$ cat src/rtl/fp_addsub_pipe.sv
// Four-stage pipelined floating-point adder/subtractor (align, add, normalise, round/pack)
// with round-to-nearest-even, flush-to-zero denormals and a valid/ready stream with global stall.
module fp_addsub_pipe #(
    parameter int EXP_W = 8,
    parameter int MAN_W = 23
) (
    input  logic                   clk,
    input  logic                   rst,
    input  logic                   in_valid,
    output logic                   in_ready,
    input  logic [EXP_W+MAN_W:0]   a,
    input  logic [EXP_W+MAN_W:0]   b,
    input  logic                   sub,
    output logic                   out_valid,
    input  logic                   out_ready,
    output logic [EXP_W+MAN_W:0]   result,
    output logic                   exception,
    output logic                   overflow,
    output logic                   underflow
);
    localparam int SIG_W  = MAN_W + 4;
    localparam int SUM_W  = MAN_W + 5;
    localparam int EXPS_W = EXP_W + 2;
    localparam int LZC_W  = $clog2(SIG_W + 1);
    localparam logic [31:0] SH_MAX = 32'(MAN_W + 3);
    localparam logic [EXP_W:0] EXP_ALL1 = {1'b0, {EXP_W{1'b1}}};

    logic en;
    assign en       = !out_valid | out_ready;
    assign in_ready = en;

    // ---------------- S1: swap and align ----------------
    logic                a_s, b_raw_s, b_s, a_zero, b_zero, swap, x_s, y_s, sticky, exc_in;
    logic [EXP_W-1:0]    a_e, b_e, x_e, y_e, diff;
    logic [MAN_W-1:0]    a_f, b_f;
    logic [MAN_W:0]      a_sig, b_sig, x_sig, y_sig;
    logic [31:0]         diff_w, sh;
    logic [SIG_W-1:0]    y_ext, y_al;

    assign {a_s, a_e, a_f}     = a;
    assign {b_raw_s, b_e, b_f} = b;
    assign b_s    = b_raw_s ^ sub;
    assign a_zero = (a_e == '0);
    assign b_zero = (b_e == '0);
    assign a_sig  = a_zero ? '0 : {1'b1, a_f};
    assign b_sig  = b_zero ? '0 : {1'b1, b_f};
    assign exc_in = (a_e == '1) | (b_e == '1);
    assign swap   = {b_e, b_sig[MAN_W-1:0]} > {a_e, a_sig[MAN_W-1:0]};
    assign x_s    = swap ? b_s   : a_s;
    assign y_s    = swap ? a_s   : b_s;
    assign x_e    = swap ? b_e   : a_e;
    assign y_e    = swap ? a_e   : b_e;
    assign x_sig  = swap ? b_sig : a_sig;
    assign y_sig  = swap ? a_sig : b_sig;
    assign diff   = x_e - y_e;
    assign diff_w = 32'(diff);
    assign sh     = (diff_w > SH_MAX) ? SH_MAX : diff_w;
    assign y_ext  = {y_sig, 3'b000};
    // Everything shifted past the sticky position still has to influence rounding.
    assign sticky = |(y_ext & ~({SIG_W{1'b1}} << sh));
    assign y_al   = (y_ext >> sh) | {{(SIG_W-1){1'b0}}, sticky};

    logic                s1_valid_reg, s1_sign_reg, s1_eff_sub_reg, s1_exc_reg, s1_zsign_reg;
    logic [EXP_W-1:0]    s1_exp_reg;
    logic [SIG_W-1:0]    s1_x_reg, s1_y_reg;

    always_ff @(posedge clk or posedge rst) begin
        if (rst) begin
            s1_valid_reg   <= 1'b0;
            s1_sign_reg    <= 1'b0;
            s1_eff_sub_reg <= 1'b0;
            s1_exc_reg     <= 1'b0;
            s1_zsign_reg   <= 1'b0;
            s1_exp_reg     <= '0;
            s1_x_reg       <= '0;
            s1_y_reg       <= '0;
        end else if (en) begin
            s1_valid_reg   <= in_valid;
            s1_sign_reg    <= x_s;
            s1_eff_sub_reg <= x_s ^ y_s;
            s1_exc_reg     <= exc_in;
            // A zero sum is negative only when both operands are negative zeros.
            s1_zsign_reg   <= x_s & y_s;
            s1_exp_reg     <= x_e;
            s1_x_reg       <= {x_sig, 3'b000};
            s1_y_reg       <= y_al;
        end
    end

    // ---------------- S2: add / subtract ----------------
    logic [SUM_W-1:0] sum;
    assign sum = s1_eff_sub_reg ? ({1'b0, s1_x_reg} - {1'b0, s1_y_reg})
                                : ({1'b0, s1_x_reg} + {1'b0, s1_y_reg});

    logic                s2_valid_reg, s2_sign_reg, s2_exc_reg, s2_zsign_reg;
    logic [EXP_W-1:0]    s2_exp_reg;
    logic [SUM_W-1:0]    s2_sum_reg;

    always_ff @(posedge clk or posedge rst) begin
        if (rst) begin
            s2_valid_reg <= 1'b0;
            s2_sign_reg  <= 1'b0;
            s2_exc_reg   <= 1'b0;
            s2_zsign_reg <= 1'b0;
            s2_exp_reg   <= '0;
            s2_sum_reg   <= '0;
        end else if (en) begin
            s2_valid_reg <= s1_valid_reg;
            s2_sign_reg  <= s1_sign_reg;
            s2_exc_reg   <= s1_exc_reg;
            s2_zsign_reg <= s1_zsign_reg;
            s2_exp_reg   <= s1_exp_reg;
            s2_sum_reg   <= sum;
        end
    end

    // ---------------- S3: normalise ----------------
    logic [LZC_W-1:0]  lzc;
    logic              found;
    logic [SIG_W-1:0]  norm;
    logic [EXPS_W-1:0] exp_n;

    always_comb begin
        lzc   = '0;
        found = 1'b0;
        for (int i = SIG_W - 1; i >= 0; i--) begin
            if (!found && s2_sum_reg[i]) begin
                lzc   = LZC_W'(SIG_W - 1 - i);
                found = 1'b1;
            end
        end
    end

    always_comb begin
        if (s2_sum_reg[SUM_W-1]) begin
            norm  = {s2_sum_reg[SUM_W-1:2], s2_sum_reg[1] | s2_sum_reg[0]};
            exp_n = {2'b00, s2_exp_reg} + EXPS_W'(1);
        end else begin
            norm  = s2_sum_reg[SIG_W-1:0] << lzc;
            exp_n = {2'b00, s2_exp_reg} - EXPS_W'(lzc);
        end
    end

    logic                s3_valid_reg, s3_sign_reg, s3_exc_reg, s3_zsign_reg, s3_zero_reg;
    logic [EXPS_W-1:0]   s3_exp_reg;
    logic [SIG_W-1:0]    s3_norm_reg;

    always_ff @(posedge clk or posedge rst) begin
        if (rst) begin
            s3_valid_reg <= 1'b0;
            s3_sign_reg  <= 1'b0;
            s3_exc_reg   <= 1'b0;
            s3_zsign_reg <= 1'b0;
            s3_zero_reg  <= 1'b0;
            s3_exp_reg   <= '0;
            s3_norm_reg  <= '0;
        end else if (en) begin
            s3_valid_reg <= s2_valid_reg;
            s3_sign_reg  <= s2_sign_reg;
            s3_exc_reg   <= s2_exc_reg;
            s3_zsign_reg <= s2_zsign_reg;
            s3_zero_reg  <= (s2_sum_reg == '0);
            s3_exp_reg   <= exp_n;
            s3_norm_reg  <= norm;
        end
    end

    // ---------------- S4: round and pack ----------------
    logic                rnd, rcarry, exp_neg, ovf_c, unf_c;
    logic [MAN_W+1:0]    mant;
    logic [MAN_W-1:0]    frac_f;
    logic [EXPS_W-1:0]   exp_f;
    logic [EXP_W+MAN_W:0] res_next;
    logic                exc_next, ovf_next, unf_next;

    assign rnd     = s3_norm_reg[2] & (s3_norm_reg[1] | s3_norm_reg[0] | s3_norm_reg[3]);
    assign mant    = {1'b0, s3_norm_reg[SIG_W-1:3]} + (MAN_W+2)'(rnd);
    assign rcarry  = mant[MAN_W+1];
    assign frac_f  = rcarry ? mant[MAN_W:1] : mant[MAN_W-1:0];
    assign exp_f   = s3_exp_reg + EXPS_W'(rcarry);
    assign exp_neg = exp_f[EXPS_W-1];
    assign ovf_c   = !exp_neg && (exp_f[EXPS_W-2:0] >= EXP_ALL1);
    assign unf_c   = exp_neg || (exp_f == '0);

    always_comb begin
        res_next = {s3_sign_reg, exp_f[EXP_W-1:0], frac_f};
        exc_next = 1'b0;
        ovf_next = 1'b0;
        unf_next = 1'b0;
        if (s3_exc_reg) begin
            res_next = '1;
            exc_next = 1'b1;
        end else if (s3_zero_reg) begin
            res_next = {s3_zsign_reg, {(EXP_W+MAN_W){1'b0}}};
        end else if (ovf_c) begin
            res_next = {s3_sign_reg, {EXP_W{1'b1}}, {MAN_W{1'b0}}};
            ovf_next = 1'b1;
        end else if (unf_c) begin
            res_next = {s3_sign_reg, {(EXP_W+MAN_W){1'b0}}};
            unf_next = 1'b1;
        end
    end

    logic                 out_valid_reg, exc_reg, ovf_reg, unf_reg;
    logic [EXP_W+MAN_W:0] result_reg;

    always_ff @(posedge clk or posedge rst) begin
        if (rst) begin
            out_valid_reg <= 1'b0;
            result_reg    <= '0;
            exc_reg       <= 1'b0;
            ovf_reg       <= 1'b0;
            unf_reg       <= 1'b0;
        end else if (en) begin
            out_valid_reg <= s3_valid_reg;
            result_reg    <= res_next;
            exc_reg       <= exc_next;
            ovf_reg       <= ovf_next;
            unf_reg       <= unf_next;
        end
    end

    assign out_valid = out_valid_reg;
    assign result    = result_reg;
    assign exception = exc_reg;
    assign overflow  = ovf_reg;
    assign underflow = unf_reg;
endmodule
$ cat config.mk
export PLATFORM = sky130hd
export DESIGN_NAME = fp_addsub_pipe
export DESIGN_NICKNAME = d
export VERILOG_FILES = /design/src/rtl/fp_addsub_pipe.sv
export SDC_FILE = /design/constraint.sdc
export NUM_CORES = 1
export LEC_CHECK = 0
export BUFFER_PORTS_ARGS = -buffer_cell sky130_fd_sc_hd__buf_2
export CORE_MARGIN = 3
export CORE_UTILIZATION = 24
export DETAILED_ROUTE_END_ITERATION = 10
export PLACE_DENSITY = 0.37
export SLEW_MARGIN = 20
export SYNTH_ARGS = -nofsm -noshare
export SYNTH_HDL_FRONTEND = slang
export SYNTH_SLANG_ARGS = --single-unit
$ cat constraint.sdc
create_clock -name clk -period 6 [get_ports clk]
set_input_delay 0.6 -clock clk [delete_from_list [all_inputs] [get_ports clk]]
set_output_delay 0.6 -clock clk [all_outputs]
set_load 0.005 [all_outputs]
* Yosys cells after proc, flatten, opt, wreduce, memory -nomap -nowiden *
Index checks and enable logic that the tools add are counted.

word-level totals
  register bits after elaboration = 182
  word-level logic and storage cells = 191

cells by class
  equal/unequal tests = 2
  bitwise operators = 12
  shift-type cells = 3
  order comparisons = 3
  add/sub/neg operators = 7
  reduce and logical (&&, ||, !) cells = 61
  multiplexer cells = 77

operators with widths
  cell                                               number
  two-way mux 5 bit                                  25
  two-way mux 24 bit                                 4
  two-way mux 32 bit                                 2
  two-way mux 31 bit                                 2
  two-way mux 1 bit                                  37
  greater-than comparator 31 bit                     1
  adder 27 x 27 -> 28 bit                            1
  zero test 1 bit                                    28
  zero test 28 bit                                   1
  two-way mux 28 bit                                 1
  subtractor 27 x 27 -> 28 bit                       1
  AND 27 bit                                         1
  logical AND 1 bit                                  27
  two-way mux 27 bit                                 1
  inverter 27 bit                                    1
  bitwise OR 27 x 1 -> 27 bit                        1
  OR reduction 27 bit                                1
  << shifter 27 x 5 -> 27 bit                        1
  << shifter 27 x 8 -> 27 bit, first input constant  1
  right shift 27 x 8 -> 27 bit                       1
  adder 24 x 1 -> 25 bit                             1
  two-way mux 8 bit                                  3
  two-way mux 23 bit                                 1
  equality test 8 bit, second input constant         2
  other kinds (13)                                   20

* Longest topological paths before layout *
Gate-level depths: netlist of the first run.

  word-level depth = 81
  mapped depth = 29
  depth with buffers taken out = 22

* Least setup slack after synthesis of the first run *
OpenSTA, ideal clock, no wires.

  path kind = input to register
  start point = input port a[24]
  end point = register s1_y_reg[0]
  setup time = 144 ps
  path buffers = 6
  cell stages on the path = 27
  data required time = 5856 ps
  setup slack = -669 ps
  arrival = 6525 ps
  path through = nor4_1 > nand2_1 > clkbuf_1 > clkbuf_1 > nand2_1 > ha_1 > nand4_1 > nor4_1 > nand3b_1 > a22o_1 > a21oi_1 > clkbuf_1 > clkbuf_1 > buf_1 > a21oi_1 > ha_1 > a21o_1 > a2111o_1 > and3_1 > o221ai_2 > or2_1 > buf_6 > mux2_4 > mux2_4 > mux4_2 > o2111ai_1 > o221ai_1

on the way
  word-level cells in the longest chain between the ends = 12

ends and longest elaborated chain
  what                                    RTL line  source
  start: declaration                      11        input logic [EXP_W+MAN_W:0] a,
  zero test 8 bit                         43        assign a_zero = (a_e == '0);
  two-way mux 24 bit                      45        assign a_sig = a_zero ? '0 : {1'b1, a_f};
  greater-than comparator 31 bit          48        assign swap = {b_e, b_sig[MAN_W-1:0]} > {a_e, a_sig[MAN_W-1:0]};
  two-way mux 8 bit (on tied branches)    51, 52
  subtractor 8 bit                        55        assign diff = x_e - y_e;
  greater-than comparator 8 x 5 -> 1 bit  57        assign sh = (diff_w > SH_MAX) ? SH_MAX : diff_w;
  two-way mux 8 bit                       57
  << shifter 27 x 8 -> 27 bit             60        assign sticky = |(y_ext & ~({SIG_W{1'b1}} << sh));
  inverter 27 bit                         60
  AND 27 bit                              60
  OR reduction 27 bit                     60
  bitwise OR 27 x 1 -> 27 bit (*)         61        assign y_al = (y_ext >> sh) | {{(SIG_W-1){1'b0}}, sticky};
  end signal: assignment                  86        s1_y_reg <= y_al;
  end: declaration                        65        logic [SIG_W-1:0] s1_x_reg, s1_y_reg;

Every way passes the cells marked *; elsewhere a longest branch is shown, timed or not.
A chain may end at the register's enable or synchronous reset.

* Final worst setup path of the first run *
  start point = input port b[24]
  end point = register s1_y_reg[12]

on the way
  word-level cells in the longest chain between the ends = 9

ends and longest elaborated chain
  what                                    RTL line  source
  start: declaration                      12        input logic [EXP_W+MAN_W:0] b,
  zero test 8 bit                         44        assign b_zero = (b_e == '0);
  two-way mux 24 bit                      46        assign b_sig = b_zero ? '0 : {1'b1, b_f};
  greater-than comparator 31 bit          48
  two-way mux 8 bit (on tied branches)    51, 52
  subtractor 8 bit                        55
  greater-than comparator 8 x 5 -> 1 bit  57
  two-way mux 8 bit                       57
  right shift 27 x 8 -> 27 bit (*)        61
  bitwise OR 27 x 1 -> 27 bit (*)         61

Marked as above.

==> results summary, run 1 <==
The run finished with clean final reports. The later-pin clock latency in the skew report is 0.46 ns. The minimum period implied by the final worst setup slack is 5.69 ns. The biggest area contributor in the post-synthesis netlist is sky130_fd_sc_hd__dfrtp_1.

The fraction of the cycle the final worst path needs is 94.9%. Across the routed clock network, the largest skew measured is 0.0130 ns. Power spread over the standard cell area amounts to 438 mW/mm2. The worst-case hold slack is 0.182 ns.

In the final routed layout, each cell accounts on average for 18.3 um. Measured on the finished design, the core utilization comes to 30.4%. The die height is 257 um. The maximum clock frequency came out at 0.176 GHz. The slack of the worst reg-to-reg path is 1.06 ns. The first routing iteration left 874 violations. The count of vias placed by the detailed router is 14,600. The data required time at the worst endpoint came out at 6.34 ns. The fraction of layout cells with a size suffix above 1 is 19.9%. The number of standard cells after synthesis is 1,949. Setup repair after global routing left no endpoint under its margin.

The CTS clock-pin slew for the worst setup and hold paths came out at 0.08 ns. The hold violation count in the final report came out at 0. The total power of the final layout is 8.27 mW.

STA classifies the critical path endpoint as a register. The class of the most critical setup path is primary input to register. The number of global-route vias before repair is 14,800.

The number of vias per cell came out at 4.79. The tightest slew margin relative to the limit is 37.0%. In this run the horizontal extent of the chip is 257 um. The main flop type after synthesis is sky130_fd_sc_hd__dfrtp_1. The mapped netlist covers 0.0151 mm2. In the routed design, unresolved DRC markers number 0. The static power due to leakage is 8.64 nW. The depth of the CTS H-tree came out at 4. The fraction of synthesized cell area taken by the top area cell type came out at 30.1%. The register with the most flip-flops in the layout has 32 of them. The final weighted congestion in routability-driven placement is 0.869. During synthesis, Yosys emitted a total of 0 warnings. The effective utilization at floorplan came out at 24.4%. The net count of the finished layout is 2,356.

For the pin with the worst max-slew slack, the measured transition is 0.944 ns. The post-synthesis async set-or-reset flop share came out at 100%. The first global-routing pass estimated 88,100 um of wire.

The leftover overflow at the end of global routing came out at 0. The count of boundary I/O pins is 106. Setup violations remaining at the end of the flow were counted as 0. By area the synthesized netlist is led by sky130_fd_sc_hd__dfrtp_1, sky130_fd_sc_hd__ha_1, sky130_fd_sc_hd__nand2_1, sky130_fd_sc_hd__mux2i_1, sky130_fd_sc_hd__a21oi_1.

The cell row count came out at 91. The synthesized netlist contains 82 unique library cells. The total core area is 0.0621 mm2. Each instance of the synthesized netlist takes up on average 7.76 um2.

The synthesized design contains 0 enable-type register cells. The detailed placer's ending HPWL is 44,000 um. After synthesis, flip-flops and latches occupy 30.1% of the total area.

The final layout contains routed wiring with a total length of 55,700 um. The floorplan die area came out at 0.0661 mm2. The global-route usage over all layers is 16.8%.

Counting flops and latches in the post-synthesis netlist gives 182. The number of antenna violations at the first check in global routing came to 0. The count of antenna-violating nets left after detailed routing came out at 0. The net count after synthesis is 2,111. The TritonCTS sink count came out at 182.

During placement, the flow inserted port buffers numbering 105. The tree is rooted in a sky130_fd_sc_hd__clkbuf_16. TritonCTS built the clock tree. The maximum vdd drop came out at 0.229 mV. The layout has 6,714 filler cells. The most common cell in the synthesized netlist is sky130_fd_sc_hd__nand2_1.

The pin count of the biggest net entering global routing is 196. Sorting the synthesized cells by how often they occur yields sky130_fd_sc_hd__nand2_1, sky130_fd_sc_hd__nor2_1, sky130_fd_sc_hd__dfrtp_1. The path class of the tightest hold or removal check is primary input to async pin. The finished layout holds 3,044 standard cells, fillers aside. The number of buffers between clock root and the deepest sink came out at 2.

Across the run, the number of max-cap violations was 0. The final number of max-transition violations came out at 0. The number of buffers inserted during clock tree synthesis is 17. The number of antenna diodes came out at 0.

The growth of design area from synthesis to finish is 24.8%. Data arrives at the worst endpoint at 6.04 ns. Along the worst path, the maximum fanout reaches 21.

The placed instance count came out at 3,011. STA classifies the critical path startpoint as a primary input. The number of optimization iterations in the first detailed-route pass is 5.
-- per-stage QoR --
stage               instance area (um2)  setup WS [ns]  setup TNS [ns]
finish                            18900          0.307               0
global placement                  18100         -0.605          -12.33
floorplan                         15200         0.0122               0
CTS                               18800        0.00299               0
global route                      18900         0.0130               0
detailed placement                18100         -0.611          -12.17
-- per-layer routing --
layer  global-route usage, %  vias up  share of wire [%]
met5                       0        -                  0
met4                    3.98        0                1.4
met3                    1.87       36                2.1
met2                    29.7      206                 50
met1                    21.9     6932                 47
li1                        -     7420                  -
-- cells in the final DEF (no fill, tap or decap), drive strengths merged, types with 36 or more instances in the layout --
master / synthesis / routed
buf: 27 / 342
nand2: 295 / 295
nor2: 199 / 199
dfrtp: 182 / 182
a21oi: 172 / 172
o21ai: 157 / 157
mux2i: 94 / 94
ha: 91 / 91
inv: 86 / 91
nand3: 42 / 42
xnor2: 40 / 40
nor3: 36 / 36
-- area by class of cell --
type / count / area, um2 / area share [%]
Multi-Input combinational cell: 1565 / 9910 / 52.5
Tap cell: 837 / 1050 / 5.55
Timing Repair Buffer: 342 / 2380 / 12.6
Clock inverter: 14 / 209 / 1.11
Inverter: 86 / 333 / 1.76
Sequential cell: 182 / 4550 / 24.1
Clock buffer: 18 / 439 / 2.33
-- path summary, 6_finish.rpt --
path	endpoint	depth (start not counted)	startpoint
setup / recovery	s1_y_reg[12]	22	b[24]
hold / removal	s2_sum_reg[15]	2	rst
setup reg to reg	result[12]	22	s3_norm_reg[2]
hold reg to reg	s3_valid_reg	2	s3_valid_reg
max in group asynchronous	s3_exp_reg[1]	3	rst
min in group clk	s1_valid_reg	3	in_valid
-- cells by family (layout without fill, tap and decap cells) --
| kind of cell | after synthesis | in the layout | synth area share [%] |
|---|---|---|---|
| AND/OR/NAND/NOR | 722 | 722 | 21.3 |
| AO/OA/AOI/OAI | 565 | 565 | 23.4 |
| buffers and inverters | 202 | 460 | 5.28 |
| flip-flops | 182 | 182 | 30.1 |
| multiplexers | 118 | 118 | 8.23 |
| adder cells (fa/ha/maj) | 93 | 93 | 7.79 |
| XOR/XNOR | 67 | 67 | 3.88 |
-- timing repair --
item	in CTS	in global routing
pin swaps	0	6
hold buffers	0	0
setup buffers	0	1
gates resized for setup	3	22
setup endpoints to repair	9	25
-- worst max-delay path, stage by stage --
cell and delay (ns):
sky130_fd_sc_hd__buf_2 0.11, sky130_fd_sc_hd__nor4_2 0.26, sky130_fd_sc_hd__nand2_1 0.18, sky130_fd_sc_hd__buf_8 0.20, sky130_fd_sc_hd__and2_1 0.18, sky130_fd_sc_hd__ha_1 0.31, sky130_fd_sc_hd__nand4_1 0.23, sky130_fd_sc_hd__nor4_2 0.37
sky130_fd_sc_hd__nand3b_1 0.11, sky130_fd_sc_hd__a22o_1 0.29, sky130_fd_sc_hd__a21oi_4 0.20, sky130_fd_sc_hd__a21oi_1 0.10, sky130_fd_sc_hd__ha_1 0.20, sky130_fd_sc_hd__a21o_1 0.17, sky130_fd_sc_hd__a2111o_1 0.38, sky130_fd_sc_hd__and3_1 0.20
sky130_fd_sc_hd__o221ai_4 0.27, sky130_fd_sc_hd__or2_4 0.24, sky130_fd_sc_hd__mux2_4 0.30, sky130_fd_sc_hd__mux2_4 0.29, sky130_fd_sc_hd__mux4_2 0.52, sky130_fd_sc_hd__a221o_1 0.30
-- report_power, final --
group	internal (mW)	switching (mW)
Combinational	1.96	2.67
Sequential	1.75	0.631
Clock	0.687	0.572
Power figures use the tool's default switching activity.
==> inputs of run 2 (changes only) <==
--- a/config.mk
+++ b/config.mk
@@ -9,7 +9,9 @@
 export CORE_MARGIN = 3
 export CORE_UTILIZATION = 24
 export DETAILED_ROUTE_END_ITERATION = 10
+export GPL_ROUTABILITY_DRIVEN = 0
 export PLACE_DENSITY = 0.37
+export RECOVER_POWER = 50
 export SLEW_MARGIN = 20
 export SYNTH_ARGS = -nofsm -noshare
 export SYNTH_HDL_FRONTEND = slang
==> constraint.sdc (replaced) <==
create_clock -name clk -period 5.75 [get_ports clk]
set_input_delay 0.575 -clock clk [delete_from_list [all_inputs] [get_ports clk]]
set_output_delay 0.575 -clock clk [all_outputs]
set_load 0.005 [all_outputs]
==> results summary, run 2 (synthesized netlist as in run 1, its figures left out) <==
The cell depth of the worst flop-to-flop path came out at 22 (unchanged). The count of filler cells inserted in the layout came out at 6,779 (+0.97%). The area used by sequential logic in the layout came to 0.00455 mm2 (unchanged).

The fraction of layout cells with a size suffix above 1 is 22.1% (+2.2 points). In this run the critical register-to-register path is captured at result[8]. The number of antenna diodes is 0 (unchanged).

The total core area is 0.0621 mm2 (unchanged). STA classifies the critical path endpoint as a register. The tightest min-delay check is of the primary input to register type.

The pin count of the biggest net entering global routing is 88 (-55%). The number of antenna violations at the first check in global routing is 0 (unchanged). The data required time at the worst endpoint was 6.08 ns (-0.26 ns). The wire length of the first global-routing pass came out at 86,200 um (-2.1%).

The number of optimization iterations in the first detailed-route pass is 5 (unchanged). The final wirelength came out at 54,900 um (-1.4%). The multi-input gate area in the final layout came to 0.0103 mm2 (+3.7%). Tracing the worst setup path back leads to its startpoint at b[30]. The number of maximum-capacitance constraint violations came out at 1 (+1). The minimum period implied by the final worst setup slack came out at 5.71 ns. The worst setup path is launched from a primary input. The final number of max-transition violations is 88 (+88). In this run the critical register-to-register path is launched from s3_norm_reg[2]. The detailed placer's ending HPWL is 42,900 um (-2.6%). The count of routing violations after the opening detailed-route iteration came out at 744 (-15%). The total non-filler cell area in the finished layout is 0.0192 mm2 (+1.7%). The number of global-route vias before repair is 14,800 (+0.15%). The fraction of the core area covered by cells at the end of the flow came out at 30.9% (+0.51 points). The number of buffers between clock root and the deepest sink came to 2 (unchanged). The count of final setup violators came out at 0 (unchanged).

The number of buffers inserted during clock tree synthesis came out at 17 (unchanged). The tightest slew margin relative to the limit is -141% (-180 points). The global-route usage over all layers is 16.4% (-0.43 points). The worst stage delay on the critical path is 0.49 ns (-0.03 ns). The worst path buffer plus inverter count was 5 (+3).

The count of vias placed by the detailed router is 14,800 (+1.7%). The depth of the CTS H-tree is 4 (unchanged). Setup repair after global routing could not meet its margin everywhere. The critical path is of the primary input to register type. The growth of design area from synthesis to finish came out at 26.8%.

The checks that failed: max-capacitance violations, max-slew violations. The leftover overflow at the end of global routing was 0 (unchanged). The number of vias per cell came to 4.88 (+1.9%). The sum of routed wire segments on met1 is 26,300 um (+1.4%). The flow ran to the end, but the final reports show violations. Following the worst setup path forward leads to its endpoint at s1_y_reg[8]. The arrival time at the worst endpoint came out at 6.04 ns (about the same).

After detailed routing, no signal wire sits above met4. TritonCTS built the clock tree. The accumulated negative setup slack came to 0 ns (unchanged). The die height is 257 um (unchanged). The cell depth of the worst setup path was 26 (+18%). The later-pin clock latency in the skew report came out at 0.47 ns (about the same).

The number of port buffers came out at 105 (unchanged). The effective utilization at floorplan came out at 24.4% (unchanged). The cell at the root of the clock tree is sky130_fd_sc_hd__clkbuf_16. The CTS clock-pin slew for the worst setup and hold paths came out at 0.08 ns (about the same). The cell row count came out at 91 (unchanged). The slack of the worst reg-to-reg path came out at 0.82 ns (-0.24 ns). The mean routed wirelength per cell was 18.1 um (-1.2%). The maximum clock frequency came out at 0.175 GHz.

The routed length on met3 came out at 1410 um (+17%). The maximum fanout along the worst path is 5 (-76%). The wire length on met2 is 26,000 um (-6.0%). The count of antenna-violating nets left after detailed routing is 0 (unchanged). The most common cell after layout, fill and taps aside is sky130_fd_sc_hd__nand2_1. The floorplan die area is 0.0661 mm2 (unchanged). The static power due to leakage came out at 8.68 nW (+0.48%). The final worst clock skew came out at 0.0172 ns (+0.00415 ns).

In the layout the commonest cells are sky130_fd_sc_hd__nand2_1, sky130_fd_sc_hd__buf_4, sky130_fd_sc_hd__nor2_1. The largest individual stage delay along the critical path comes from the cell sky130_fd_sc_hd__mux4_2. The maximum vdd drop came out at 0.258 mV (+13%).

The transition time at the pin with the least slew margin is 3.61 ns (+2.67 ns). The horizontal die dimension is 257 um (unchanged). The fraction of the cycle the final worst path needs is 99.3%. The cell area power density came out at 448 mW/mm2 (+2.3%). The count of boundary I/O pins is 106 (unchanged).

The remaining routing DRC violations came out at 0 (unchanged). The cell area after placement came out at 0.0182 mm2 (+0.24%). The TritonCTS sink count was 182 (unchanged).

The hold violation count in the final report came out at 0 (unchanged). The number of nets in the finished design is 2,352 (-0.17%). The number of flip-flops in the largest register came out at 32 (unchanged). The cell family contributing the most delay on the critical path is compound AO/OA/AOI/OAI gates.
## run 2: layout make-up
| class | count | share of cell area, % |
|---|---|---|
| tap | 837 | 5.46 |
| clock inverter | 15 | 1.00 |
| inverter | 86 | 1.70 |
| sequential | 182 | 23.7 |
| timing repair buffer | 338 | 12.3 |
| clock buffer | 17 | 2.22 |
| multi-input combinational | 1565 | 53.6 |
## run 2: worst reg2reg max path, cell delays in order (launching register included)
cell                       delay, ns
sky130_fd_sc_hd__dfrtp_1        0.38
sky130_fd_sc_hd__and2_1         0.16
sky130_fd_sc_hd__ha_1           0.21
sky130_fd_sc_hd__nand4_1        0.29
sky130_fd_sc_hd__nor2b_1        0.27
sky130_fd_sc_hd__nand3_1        0.13
sky130_fd_sc_hd__nor4b_1        0.31
sky130_fd_sc_hd__buf_4          0.19
sky130_fd_sc_hd__ha_1           0.19
sky130_fd_sc_hd__ha_1           0.22
sky130_fd_sc_hd__nand2_1        0.07
sky130_fd_sc_hd__nor2_1         0.23
sky130_fd_sc_hd__o31ai_1        0.10
sky130_fd_sc_hd__nand4_1        0.15
sky130_fd_sc_hd__nor2_1         0.06
sky130_fd_sc_hd__nor2_1         0.09
sky130_fd_sc_hd__a21oi_1        0.05
sky130_fd_sc_hd__o21ai_0        0.21
sky130_fd_sc_hd__nor2b_1        0.40
sky130_fd_sc_hd__nor3b_1        0.27
sky130_fd_sc_hd__buf_4          0.19
sky130_fd_sc_hd__nand2_1        0.35
sky130_fd_sc_hd__o211ai_1       0.32
## run 2: stage by stage
stage	power, mW	hold WS (ns)	std cells	setup slack (ns)
2_1_floorplan	5.61	0.430	1949	-0.121
3_3_place_gp	7.30	0.442	3000	-0.694
3_5_place_dp	7.32	0.453	3000	-0.867
4_1_cts	8.64	0.227	3034	0.00697
5_1_grt	9.39	0.282	3040	-0.123
6_report	8.60	0.296	3040	0.0418
## run 2: what timing repair did
item	in CTS	in global routing
pin swaps	1	10
hold buffers	0	0
cloned	0	2
buffers inserted	2	4
endpoints found under the setup margin	19	24
resized for setup	8	70
## run 2: how the worst min path moves through the flow
| stage | start | endpoint | slack, ns | cells past startpoint |
|---|---|---|---|---|
| finish | in_valid | s1_valid_reg | 0.30 | 3 |
| global route | in_valid | s1_valid_reg | 0.28 | 3 |
| CTS | rst | s2_sum_reg[22] | 0.23 | 2 |
| detailed placement | s3_valid_reg | out_valid | 0.45 | 1 |
| global placement | s3_valid_reg | s3_valid_reg | 0.44 | 2 |
| floorplan | s3_valid_reg | s3_valid_reg | 0.43 | 2 |
## run 2: routing by layer
| metal | vias to the layer above | global-route usage (%) |
|---|---|---|
| li1 | 7437 | - |
| met1 | 7112 | 22.3 |
| met2 | 233 | 27.6 |
| met3 | 66 | 1.67 |
| met4 | 0 | 4.54 |
| met5 | - | 0 |
## run 2: power by group
| group | switching (mW) | total, mW | internal (mW) |
|---|---|---|---|
| clock | 0.603 | 1.26 | 0.660 |
| sequential | 0.647 | 2.47 | 1.82 |
| combinational | 2.81 | 4.87 | 2.06 |
| total | 4.06 | 8.60 | 4.54 |
